File: src/rtl/c2421_pkg.sv
// Shared definitions for the 2421-code digit receive path: the ten legal
// 2421 code points, the frame decoder state encoding and a legality helper.
package c2421_pkg;

  // Legal 2421 code points; digits 5..9 carry bit 3 set.
  localparam logic [3:0] C2421_D0 = 4'b0000;
  localparam logic [3:0] C2421_D1 = 4'b0001;
  localparam logic [3:0] C2421_D2 = 4'b0010;
  localparam logic [3:0] C2421_D3 = 4'b0011;
  localparam logic [3:0] C2421_D4 = 4'b0100;
  localparam logic [3:0] C2421_D5 = 4'b1011;
  localparam logic [3:0] C2421_D6 = 4'b1100;
  localparam logic [3:0] C2421_D7 = 4'b1101;
  localparam logic [3:0] C2421_D8 = 4'b1110;
  localparam logic [3:0] C2421_D9 = 4'b1111;

  // Frame decoder states: accumulating digits, or presenting a result.
  typedef enum logic {
    ACC = 1'b0,
    OUT = 1'b1
  } state_e;

  // True when code is one of the ten 2421 code points.
  function automatic logic is_legal_2421(input logic [3:0] code);
    logic legal;
    legal = 1'b0;
    case (code)
      C2421_D0, C2421_D1, C2421_D2, C2421_D3, C2421_D4,
      C2421_D5, C2421_D6, C2421_D7, C2421_D8, C2421_D9: legal = 1'b1;
      default:                                          legal = 1'b0;
    endcase
    return legal;
  endfunction

endpackage

File: src/rtl/c2421_digit_dec.sv
// Combinational 2421 digit decoder. Legal codes map to 0..9; the six
// unused code points decode to 0 and drop the legal flag so the frame
// logic can record the error.
module c2421_digit_dec
  import c2421_pkg::*;
(
  input  logic [3:0] code_i,
  output logic [3:0] d_o,
  output logic       legal_o
);

  logic       legal;
  logic [3:0] raw_d;

  // Codes with bit 3 set are offset by 6 from their decimal value.
  always_comb begin
    legal = is_legal_2421(code_i);
    raw_d = code_i[3] ? (code_i - 4'd6) : code_i;
    d_o   = legal ? raw_d : 4'd0;
  end

  assign legal_o = legal;

endmodule

File: src/rtl/c2421_frame_decoder.sv
// Frame decoder: accepts 2421-coded digits MSD first, accumulates up to
// NDIGITS of them into one binary value and hands the result out over a
// second valid/ready handshake together with error flags and digit count.
module c2421_frame_decoder
  import c2421_pkg::*;
#(
  parameter int NDIGITS = 4,
  parameter int OUT_W   = 14
) (
  input  logic                           clk,
  input  logic                           rst,
  input  logic                           in_valid,
  output logic                           in_ready,
  input  logic [3:0]                     in_digit,
  input  logic                           in_last,
  output logic                           out_valid,
  input  logic                           out_ready,
  output logic [OUT_W-1:0]               out_value,
  output logic [1:0]                     out_err,
  output logic [$clog2(NDIGITS+1)-1:0]   out_ndigits
);

  localparam int                CNT_W  = $clog2(NDIGITS + 1);
  localparam logic [CNT_W-1:0]  NDIG_C = CNT_W'(NDIGITS);
  localparam logic [OUT_W-1:0]  TEN    = OUT_W'(10);

  // Architectural state
  state_e            state_q, state_d;
  logic [OUT_W-1:0]  acc_q, acc_d;
  logic [CNT_W-1:0]  cnt_q, cnt_d;
  logic [1:0]        err_q, err_d;
  logic              in_ready_q, in_ready_d;
  logic              out_valid_q, out_valid_d;
  logic [OUT_W-1:0]  out_value_q, out_value_d;
  logic [1:0]        out_err_q, out_err_d;
  logic [CNT_W-1:0]  out_ndigits_q, out_ndigits_d;

  // Decoded digit and per-accept helpers
  logic [3:0]        dig_d;
  logic              dig_legal;
  logic              accept;
  logic [OUT_W-1:0]  acc_next;
  logic [CNT_W-1:0]  cnt_inc;
  logic              err0_next;
  logic              close_now;

  c2421_digit_dec u_dec (
    .code_i  (in_digit),
    .d_o     (dig_d),
    .legal_o (dig_legal)
  );

  // Only a registered ready while accumulating can complete an input handshake.
  assign accept    = in_valid && in_ready_q && (state_q == ACC);
  // Width rule on OUT_W guarantees this never wraps for a full frame.
  assign acc_next  = (acc_q * TEN) + OUT_W'(dig_d);
  assign cnt_inc   = cnt_q + CNT_W'(1);
  assign err0_next = err_q[0] | ~dig_legal;
  assign close_now = in_last || (cnt_inc == NDIG_C);

  // State register: every register returns to its idle value on reset.
  always_ff @(posedge clk or negedge rst) begin
    if (!rst) begin
      state_q       <= ACC;
      acc_q         <= '0;
      cnt_q         <= '0;
      err_q         <= '0;
      in_ready_q    <= 1'b0;
      out_valid_q   <= 1'b0;
      out_value_q   <= '0;
      out_err_q     <= '0;
      out_ndigits_q <= '0;
    end else begin
      state_q       <= state_d;
      acc_q         <= acc_d;
      cnt_q         <= cnt_d;
      err_q         <= err_d;
      in_ready_q    <= in_ready_d;
      out_valid_q   <= out_valid_d;
      out_value_q   <= out_value_d;
      out_err_q     <= out_err_d;
      out_ndigits_q <= out_ndigits_d;
    end
  end

  // Next-state logic: accumulate digits in ACC, hold the result in OUT.
  always_comb begin
    state_d       = state_q;
    acc_d         = acc_q;
    cnt_d         = cnt_q;
    err_d         = err_q;
    out_valid_d   = out_valid_q;
    out_value_d   = out_value_q;
    out_err_d     = out_err_q;
    out_ndigits_d = out_ndigits_q;

    case (state_q)
      ACC: begin
        if (accept) begin
          acc_d = acc_next;
          cnt_d = cnt_inc;
          err_d = {err_q[1], err0_next};
          if (close_now) begin
            // A frame closed by count without in_last is flagged as a runaway.
            err_d[1]      = ~in_last;
            state_d       = OUT;
            out_valid_d   = 1'b1;
            out_value_d   = acc_next;
            out_err_d     = {~in_last, err0_next};
            out_ndigits_d = cnt_inc;
          end
        end
      end
      OUT: begin
        if (out_ready) begin
          // Result consumed: start a fresh frame; no input is taken this cycle.
          state_d     = ACC;
          out_valid_d = 1'b0;
          acc_d       = '0;
          cnt_d       = '0;
          err_d       = '0;
        end
      end
      default: begin
        state_d = ACC;
      end
    endcase

    // Ready follows the next state so it opens one cycle after reset or consume.
    in_ready_d = (state_d == ACC);
  end

  assign in_ready    = in_ready_q;
  assign out_valid   = out_valid_q;
  assign out_value   = out_value_q;
  assign out_err     = out_err_q;
  assign out_ndigits = out_ndigits_q;

endmodule

File: config.mk
export PLATFORM = sky130hd
export DESIGN_NAME = c2421_frame_decoder
export DESIGN_NICKNAME = d
export VERILOG_FILES = /design/src/rtl/c2421_pkg.sv /design/src/rtl/c2421_digit_dec.sv /design/src/rtl/c2421_frame_decoder.sv
export SDC_FILE = /design/constraint.sdc
export NUM_CORES = 1
export LEC_CHECK = 0
export ABC_AREA = 1
export CAP_MARGIN = 15
export CORE_MARGIN = 2
export CORE_UTILIZATION = 56
export CTS_CLUSTER_DIAMETER = 120
export DETAILED_ROUTE_END_ITERATION = 12
export GPL_ROUTABILITY_DRIVEN = 0
export PLACE_DENSITY_LB_ADDON = 0.1
export SLEW_MARGIN = 20
export SYNTH_ARGS = -nofsm -noshare
export SYNTH_HDL_FRONTEND = slang
export SYNTH_SLANG_ARGS = --single-unit
File: constraint.sdc
create_clock -name clk -period 2.5 [get_ports clk]
set_input_delay 0.5 -clock clk [delete_from_list [all_inputs] [get_ports clk]]
set_output_delay 0.5 -clock clk [all_outputs]
set_load 0.1 [all_outputs]
==> run_results.csv, run 1 <==
group,metric,value,unit
route,wirelength,5480,microns
logic_synthesis,yosys-top-cells-count,"nand2_1 (92), dfrtp_1 (39), inv_1 (37)",
logic_synthesis,yosys.area.top_type,"dfrtp_1",
logic_synthesis,ys_seq_elements,39,
logic_synthesis,synthSimpleGateAreaFrac,28.4,%
logic_synthesis,syn-num-nets,349,
route,ant_nets,0,
global_route,antenna_found_initial,0,
worst_setup_path,worstPathArrival,2.60,ns
route,vias,2133,
sta,maxClockFrequency,421,MHz
sta,finClkSkew,0.0120,ns
global_route,grt_overflow,0,
logic_synthesis,syn_area_per_cell,7.96,sq um
sta,final.min_clock_period,2.37,ns
die,die-area,5000,sq um
worst_setup_path,timing.rr.end,"out_value[12]",
logic_synthesis,ys_seq_area_share,39.2,%
clock_network,insertion_delay,0.29,ns
global_route,grt_pass1_vias,2108,
die,dieWidth,70.7,microns
route,drt-initial-drc-count,125,
logic_synthesis,yosys_warnings,0,
layout,area_growth_syn_to_layout,23.1,%
placement,placed_area,2890,sq um
worst_setup_path,crit_type,"reg -> reg",
layout,layout-drive-gt1-share,24.3,%
route,post_drt_wl_per_cell,13.2,microns
logic_synthesis,synth.distinct_cells,27,
logic_synthesis,synth-async-reset-ratio,100,%
worst_setup_path,cp_max_fo,5,
logic_synthesis,synthMuxAreaShare,0,%
die,core_area,4320,sq um
layout,n_antenna_cell,0,
worst_setup_path,reg2reg_depth,15,
logic_synthesis,synthAdderAreaFrac,14.2,%
run,cap_violations,0,
logic_synthesis,synthXorXnorAreaFrac,3.16,%
clock_network,cts.sink_count,39,
worst_setup_path,r2r_slack,0.13,ns
global_route,grt_pass1_wl,9170,microns
logic_synthesis,synth_top_family_by_area,"simple AND/OR/NAND/NOR gates",
logic_synthesis,synth_most_common_cell,"nand2_1",
clock_network,clockRootBuffer,"clkbuf_8",
layout,layout.nets,397,
sta,relSlewSlack,28.8,%
sta,post-route-period-util,95.0,%
die,row_count,24,
status,outcome,"complete, no violations",
clock_network,clk_pin_slew,0.08,ns
placement,dpl.hpwl,4150,microns
worst_setup_path,r2r-start,"acc_q[3]",
logic_synthesis,synth_area,2490,sq um
worst_setup_path,startpoint_type,"flop",
clock_network,cts_tree,"done",
logic_synthesis,yosys_most_used_dff,"dfrtp_1",
die,die_y,70.7,microns
worst_setup_path,endpoint_kind,"flop",
route,drt_first_pass_iters,4,
logic_synthesis,synth_compound_area_share,8.48,%
sta,tightestPinTransition,1.06,ns
die,io_pins,30,
sta,slew_violations,0,
global_route,track_usage,23.2,%
route,drc_errors,0,
placement,port_buffers,29,
layout,fin_area,3070,sq um
global_route,grt_max_degree,40,
logic_synthesis,postSynthCellCount,313,
logic_synthesis,synth_area_leaders,"dfrtp_1 (39%), nand2_1 (14%), ha_1 (13%)",
worst_hold_path,hp-class,"in -> async",
route,drt-vias-per-instance,5.15,
sta,hold_viol_final,0,
sta,setup_viol,0,
logic_synthesis,synth_edf_count,0,
die,initial_utilization,57.6,%
clock_network,cts_inserted_buffers,5,
worst_setup_path,required,2.73,ns
clock_network,h-tree-depth,2,
clock_network,clock_path_buffers,2,
logic_synthesis,yosysTopAreaCellShare,39.2,%
layer usage:
layer	up-vias	GRT usage [%]	wire length, microns
li1	1109	-	-
met1	979	27.2	2360
met2	35	42.0	2910
met3	10	5.41	123
met4	0	7.13	89
met5	-	0	0
critical path, cell delays in order (launching register included):
cell and delay (ns):
dfrtp_1 0.41, ha_1 0.29, ha_2 0.18, inv_1 0.05
fa_2 0.34, inv_1 0.08, nand2_1 0.08, nand2_2 0.11
nand3_2 0.07, nand3b_1 0.10, nand2_2 0.10, nor2_4 0.17
nand2_1 0.09, nand3_2 0.07, nand3_1 0.09, nand2_1 0.07
timing repair:
action,CTS,global route
gates resized for setup,9,26
setup endpoints to repair,14,11
setup buffers,2,1
gates cloned,0,0
pin swaps,5,15
hold buffers,0,0
area by class of cell:
| type | count | area (sq um) |
|---|---|---|
| Multi-Input combinational cell | 231 | 1430 |
| Fill cell | 362 | 1260 |
| Sequential cell | 39 | 976 |
| Timing Repair Buffer | 46 | 357 |
| Inverter | 38 | 143 |
| Clock buffer | 8 | 100 |
| Tap cell | 52 | 65.1 |
placed cells by master (no fill, tap or decap), drive strengths merged:
cell type	netlist	final
nand2	99	99
inv	38	38
clkbuf	4	12
xor2	3	3
o21ai	27	27
or2	2	2
dfrtp	39	39
nand3b	2	2
clkdlybuf4s50	0	3
a22o	1	1
ha	25	25
a21oi	8	8
nand3	29	29
nor2	22	22
nand4	1	1
o21bai	1	1
buf	1	39
o22ai	2	2
o211ai	1	1
xnor2	6	6
fa	2	2
state kept, by name, indices dropped and copies added, names as in the netlist:
signal	cells
out_err	2
state_q	1
acc_q	13
cnt_q	3
out_value	14
err_q	1
out_valid	1
out_ndigits	3
in_ready	1
worst max-delay path by stage:
stage	end	slack [ns]	start
after floorplan	out_value[13]	0.12	in_digit[0]
after global placement	out_value[13]	-0.49	in_digit[1]
after detailed placement	out_value[13]	-0.56	in_digit[1]
after CTS	out_value[13]	0.01	in_digit[1]
after global routing	out_value[12]	-0.01	acc_q[3]
final	out_value[12]	0.13	acc_q[3]
logic make-up after synthesis:
kind of cell	after synthesis
compound gates	40
simple gates	155
flops	39
fa+ha+maj	27
xor+xnor	9
buf+inv	43
per-stage QoR:
step                      TNS, ns  setup slack [ns]  cells  hold slack [ns]  util [%]
final                           0             0.126    414            0.305      70.9
after floorplan                 0             0.117    313            0.204         -
after global placement      -5.99            -0.494    403            0.467      66.8
after global routing      -0.0292           -0.0147    414            0.379      70.9
after CTS                       0            0.0104    413            0.331      69.7
after detailed placement    -7.43            -0.562    403            0.468      66.8
Power of run 1 is not shown: default switching activity piles up to over one toggle a cycle in this logic, so the estimate is an artifact.
==> run 2: changes to the inputs <==
CELL_PAD_IN_SITES_DETAIL_PLACEMENT = 0   (was not set)
CELL_PAD_IN_SITES_GLOBAL_PLACEMENT = 1   (was not set)
CORE_UTILIZATION = 45   (was 56)
RECOVER_POWER = 50   (was not set)
clock period = 2.8 ns   (was 2.5 ns; I/O delays follow)
==> run_results.csv, run 2 (same netlist as run 1, synthesis figures left out) <==
group,metric,value,unit
route,drc_errors,0,
route,post_drt_wl_per_cell,12.3,microns
route,wirelength,5290,microns
global_route,grt_pass1_vias,2014,
sta,rsz0062_at_grt,"false",
layout,layout.nets,394,
global_route,grt_max_degree,40,
placement,port_buffers,29,
sta,hold_viol_final,0,
run,cap_violations,1,
status,violations,"max-capacitance violations, max-slew violations",
sta,relSlewSlack,-35.4,%
worst_setup_path,crit_type,"reg -> reg",
clock_network,insertion_delay,0.29,ns
global_route,grt_pass1_wl,9140,microns
sta,final.min_clock_period,2.48,ns
global_route,antenna_found_initial,0,
clock_network,post_cts_resized,0,
route,ant_nets,0,
die,die_y,78.4,microns
clock_network,clk_pin_slew,0.07,ns
worst_setup_path,worstPathArrival,2.71,ns
layout,area_growth_syn_to_layout,19.7,%
route,vias,2106,
worst_hold_path,hp-class,"reg -> reg",
clock_network,ctsHoldBuffers,0,
clock_network,cts_setup_buffers,0,
worst_setup_path,required,3.03,ns
worst_setup_path,cp_max_fo,3,
clock_network,cts.sink_count,39,
worst_setup_path,endpoint_kind,"flop",
die,io_pins,30,
route,drt_first_pass_iters,4,
layout,mostFrequentLayoutCells,"nand2_1 (92), dfrtp_1 (39), inv_1 (37), o21ai_0 (26), buf_4 (25)",
clock_network,cts_inserted_buffers,5,
sta,slew_violations,40,
sta,maxClockFrequency,404,MHz
die,dieWidth,78.4,microns
route,drt-vias-per-instance,4.89,
sta,tns,0,ns
placement,dpl.hpwl,4070,microns
global_route,track_usage,18.8,%
sta,tightestPinTransition,2.03,ns
worst_setup_path,startpoint_type,"flop",
sta,setup_viol,0,
die,die-area,6150,sq um
layout,n_antenna_cell,0,
global_route,grt_overflow,0,
placement,placedCellCount,423,
layout,stdcell_count,431,
clock_network,clock_path_buffers,2,
layout,largest_reg_flops,14,
layout,layout-drive-gt1-share,16.7,%
sta,post-route-period-util,88.5,%
die,core_area,5440,sq um
sta,finClkSkew,0.00697,ns
status,outcome,"finished with violations",
die,row_count,27,
worst_setup_path,r2r_slack,0.32,ns
layout,layout_commonest_cell,"nand2_1",
die,initial_utilization,45.8,%
route,drt-initial-drc-count,91,
clock_network,cts_tree,"done",
clock_network,h-tree-depth,2,
clock_network,clockRootBuffer,"clkbuf_8",
run 2: layer usage:
layer	global-route usage, %	routed length [microns]	vias up
li1	-	-	1098
met1	25.6	2630	973
met2	30.5	2430	27
met3	3.91	147	8
met4	5.44	78	0
met5	0	0	-
run 2: final timing paths:
path                            cells past startpoint        from        endpoint
worst min-delay path                                2  out_err[1]      out_err[1]
worst max register to register                     13    acc_q[1]   out_value[10]
min in group asynchronous                           1         rst       acc_q[12]
worst min register to register                      2  out_err[1]      out_err[1]
max in group asynchronous                           1         rst  out_ndigits[2]
worst max-delay path                               13    acc_q[1]   out_value[10]
run 2: through the flow:
stage	area (sq um)	hold WS, ns	util, %	setup WS [ns]
6_report	2980	0.486	54.8	0.322
5_1_grt	2980	0.518	54.8	0.121
4_1_cts	2980	0.399	54.8	0.0459
3_5_place_dp	2900	0.466	53.3	-0.248
3_3_place_gp	2900	0.467	53.3	-0.200
2_1_floorplan	2490	0.264	-	0.357
run 2: cell type report:
class | count | area, sq um
inverters | 38 | 143
clock buffers | 7 | 76.3
flip-flops and latches | 39 | 976
repair buffers | 43 | 309
well taps | 72 | 90.1
clock inverters | 1 | 5.00
multi-input cells | 231 | 1380
fillers | 531 | 2460
run 2: worst max-delay path, stage by stage (launching register included):
cell and delay [ns]:
dfrtp_1 0.42, ha_1 0.30, ha_1 0.19, inv_1 0.07
fa_1 0.38, inv_1 0.09, nand2_1 0.07, nand2_2 0.10
nand3_2 0.07, nand2_2 0.12, nand3_1 0.12, o21ai_0 0.28
nand3_1 0.13, nand2_1 0.08
Power of run 2 is left out for the same reason.
==> run 3: changes to the inputs <==
GPL_ROUTABILITY_DRIVEN = not set   (was 0)
==> results of run 3 <==
Same layout as run 2: the final DEF is identical, and so are final timing and power.
Power of run 3 is left out for the same reason.
==> RTL change (settings of run 1) <==
Put one more register stage on the output `out_ndigits`, without a reset. The value now appears one clock later. The other outputs are not delayed to match.
--- a/src/rtl/c2421_frame_decoder.sv
+++ b/src/rtl/c2421_frame_decoder.sv
@@ -135,5 +135,7 @@
   assign out_value   = out_value_q;
   assign out_err     = out_err_q;
-  assign out_ndigits = out_ndigits_q;
+  always_ff @(posedge clk) begin
+    out_ndigits <= out_ndigits_q;
+  end
 
 endmodule
Behaviour: not the same (Yosys sat finds a counterexample within 4 cycles, from zero or initial values and one cycle with rst low).
==> RTL change against run 1 <==
Wire length increased by 4.5%. Count of clock-buffer cells in the layout down 3. Worst hold slack worse by 0.0055 ns. Worst setup slack worse by 0.10 ns. Sequential cell count rose by 3. Area after synthesis is 4.5% higher. Final area is 7.2% higher.
Power is not shown: default switching activity piles up to over one toggle a cycle in this logic, so the estimate is an artifact.
==> RTL change: results (changes against run 1) <==
[grt]
grt_pass1_wl_um = 9430  ; was 9170 um
antenna_found_initial = 0  ; unchanged
grt_use_total = 0.234  ; was 0.232
grt_use_met1 = 0.309  ; was 0.272
grt_use_met3 = 0.0542  ; was 0.0541
grt_pass1_vias = 2075  ; was 2108

[sta]
tightest_slew_ns = 0.856  ; was 1.06 ns
skew_ns = 0.00738  ; was 0.0120 ns

[logic_synthesis]
synth_nets = 353  ; was 349
syn_inst = 317  ; was 313
synth_fa_ha_area_frac = 0.135  ; was 0.142
ys_seq_elements = 42  ; was 39
synthXorXnorAreaFrac = 0.0303  ; was 0.0316
async_flop_share = 0.929  ; was 1.00
synthTopCellsByCount = 89 x nand2_1, 39 x dfrtp_1, 37 x inv_1, 25 x ha_1, 25 x o21ai_0  ; was 92 x nand2_1, 39 x dfrtp_1, 37 x inv_1, 26 x o21ai_0, 25 x ha_1
synth_area_leaders = dfrtp_1 37%, nand2_1 13%, ha_1 12%  ; was dfrtp_1 39%, nand2_1 14%, ha_1 13%
ys_seq_area_frac = 0.398  ; was 0.392

[layout]
final-nonclk-buf-share = 0.138  ; was 0.116
fill_cells = 337  ; was 362
area_growth_pct = 26.3  ; was 23.1%
clkCellAreaFrac = 0.0285  ; was 0.0326
inverters = 39  ; was 38
nNonClkBuffers = 60  ; was 46
multi_input_area_share = 0.455  ; was 0.465
fin_nets = 415  ; was 397
seqCellArea_um2 = 1040  ; was 976 um2
clock_buffers = 5  ; was 8

[placed_design]
place_area_um2 = 2990  ; was 2890 um2
hpwl_um = 4010  ; was 4150 um
dp.cells = 407  ; was 403

[route]
drtIter0Drc = 89  ; was 125
wl_met2_um = 2840  ; was 2910 um
drt-met1-wl_um = 2610  ; was 2360 um
viasPerCell = 5.21  ; was 5.15
dr_wl_met3_um = 198  ; was 123 um
wirelength_um = 5730  ; was 5480 um

[setup_path]
rrSetupSlack_ns = 0.17  ; was 0.13 ns
startpoint = in_digit[0]  ; was acc_q[3]
critPathMaxStageDelay_ns = 0.28  ; was 0.41 ns
crit_fanout = 3  ; was 5
worst_ep_arrival_time_ns = 2.67  ; was 2.60 ns
crit_path_end = err_q[0]  ; was out_value[12]
crit_family = buffers and inverters  ; was simple AND/OR/NAND/NOR gates
critPathSlowestCell = or2_2  ; was dfrtp_1

[clock_network]
cts_setup_buffers = 11  ; was 2
postCtsResizedCells = 10  ; was 9

[run_status]
status = completed  ; unchanged

RTL change: changes by cell type in the layout (fill, tap and decap cells not counted), moves of 2 or more:
cell and change:
nor2_2 -2, o21ai_1 +2, nand3_2 +2, nand3_1 -4, buf_4 +14, nand2_1 -6
nand2_2 +4, nand3_4 +2, clkbuf_8 -2, a21oi_1 -2, a21oi_2 +2, dfxtp_1 +3
RTL change: worst min-delay path by stage:
stage	endpoint	depth (start not counted)	startpoint	slack, ns
after floorplan	acc_q[0]	0	rst	0.20
after global placement	out_ndigits[1]	0	out_ndigits_q[1]	0.36
after detailed placement	out_ndigits[2]	0	out_ndigits_q[2]	0.36
after CTS	out_value[13]	1	rst	0.32
after global routing	out_value[10]	1	rst	0.37
final	acc_q[10]	1	rst	0.30
RTL change: metrics by stage:
stage	TNS [ns]	setup slack, ns
floorplan	0	0.117
finish	0	0.0245
global placement	-4.87	-0.415
global route	-0.195	-0.0470
detailed placement	-5.90	-0.483
CTS	0	0.00222
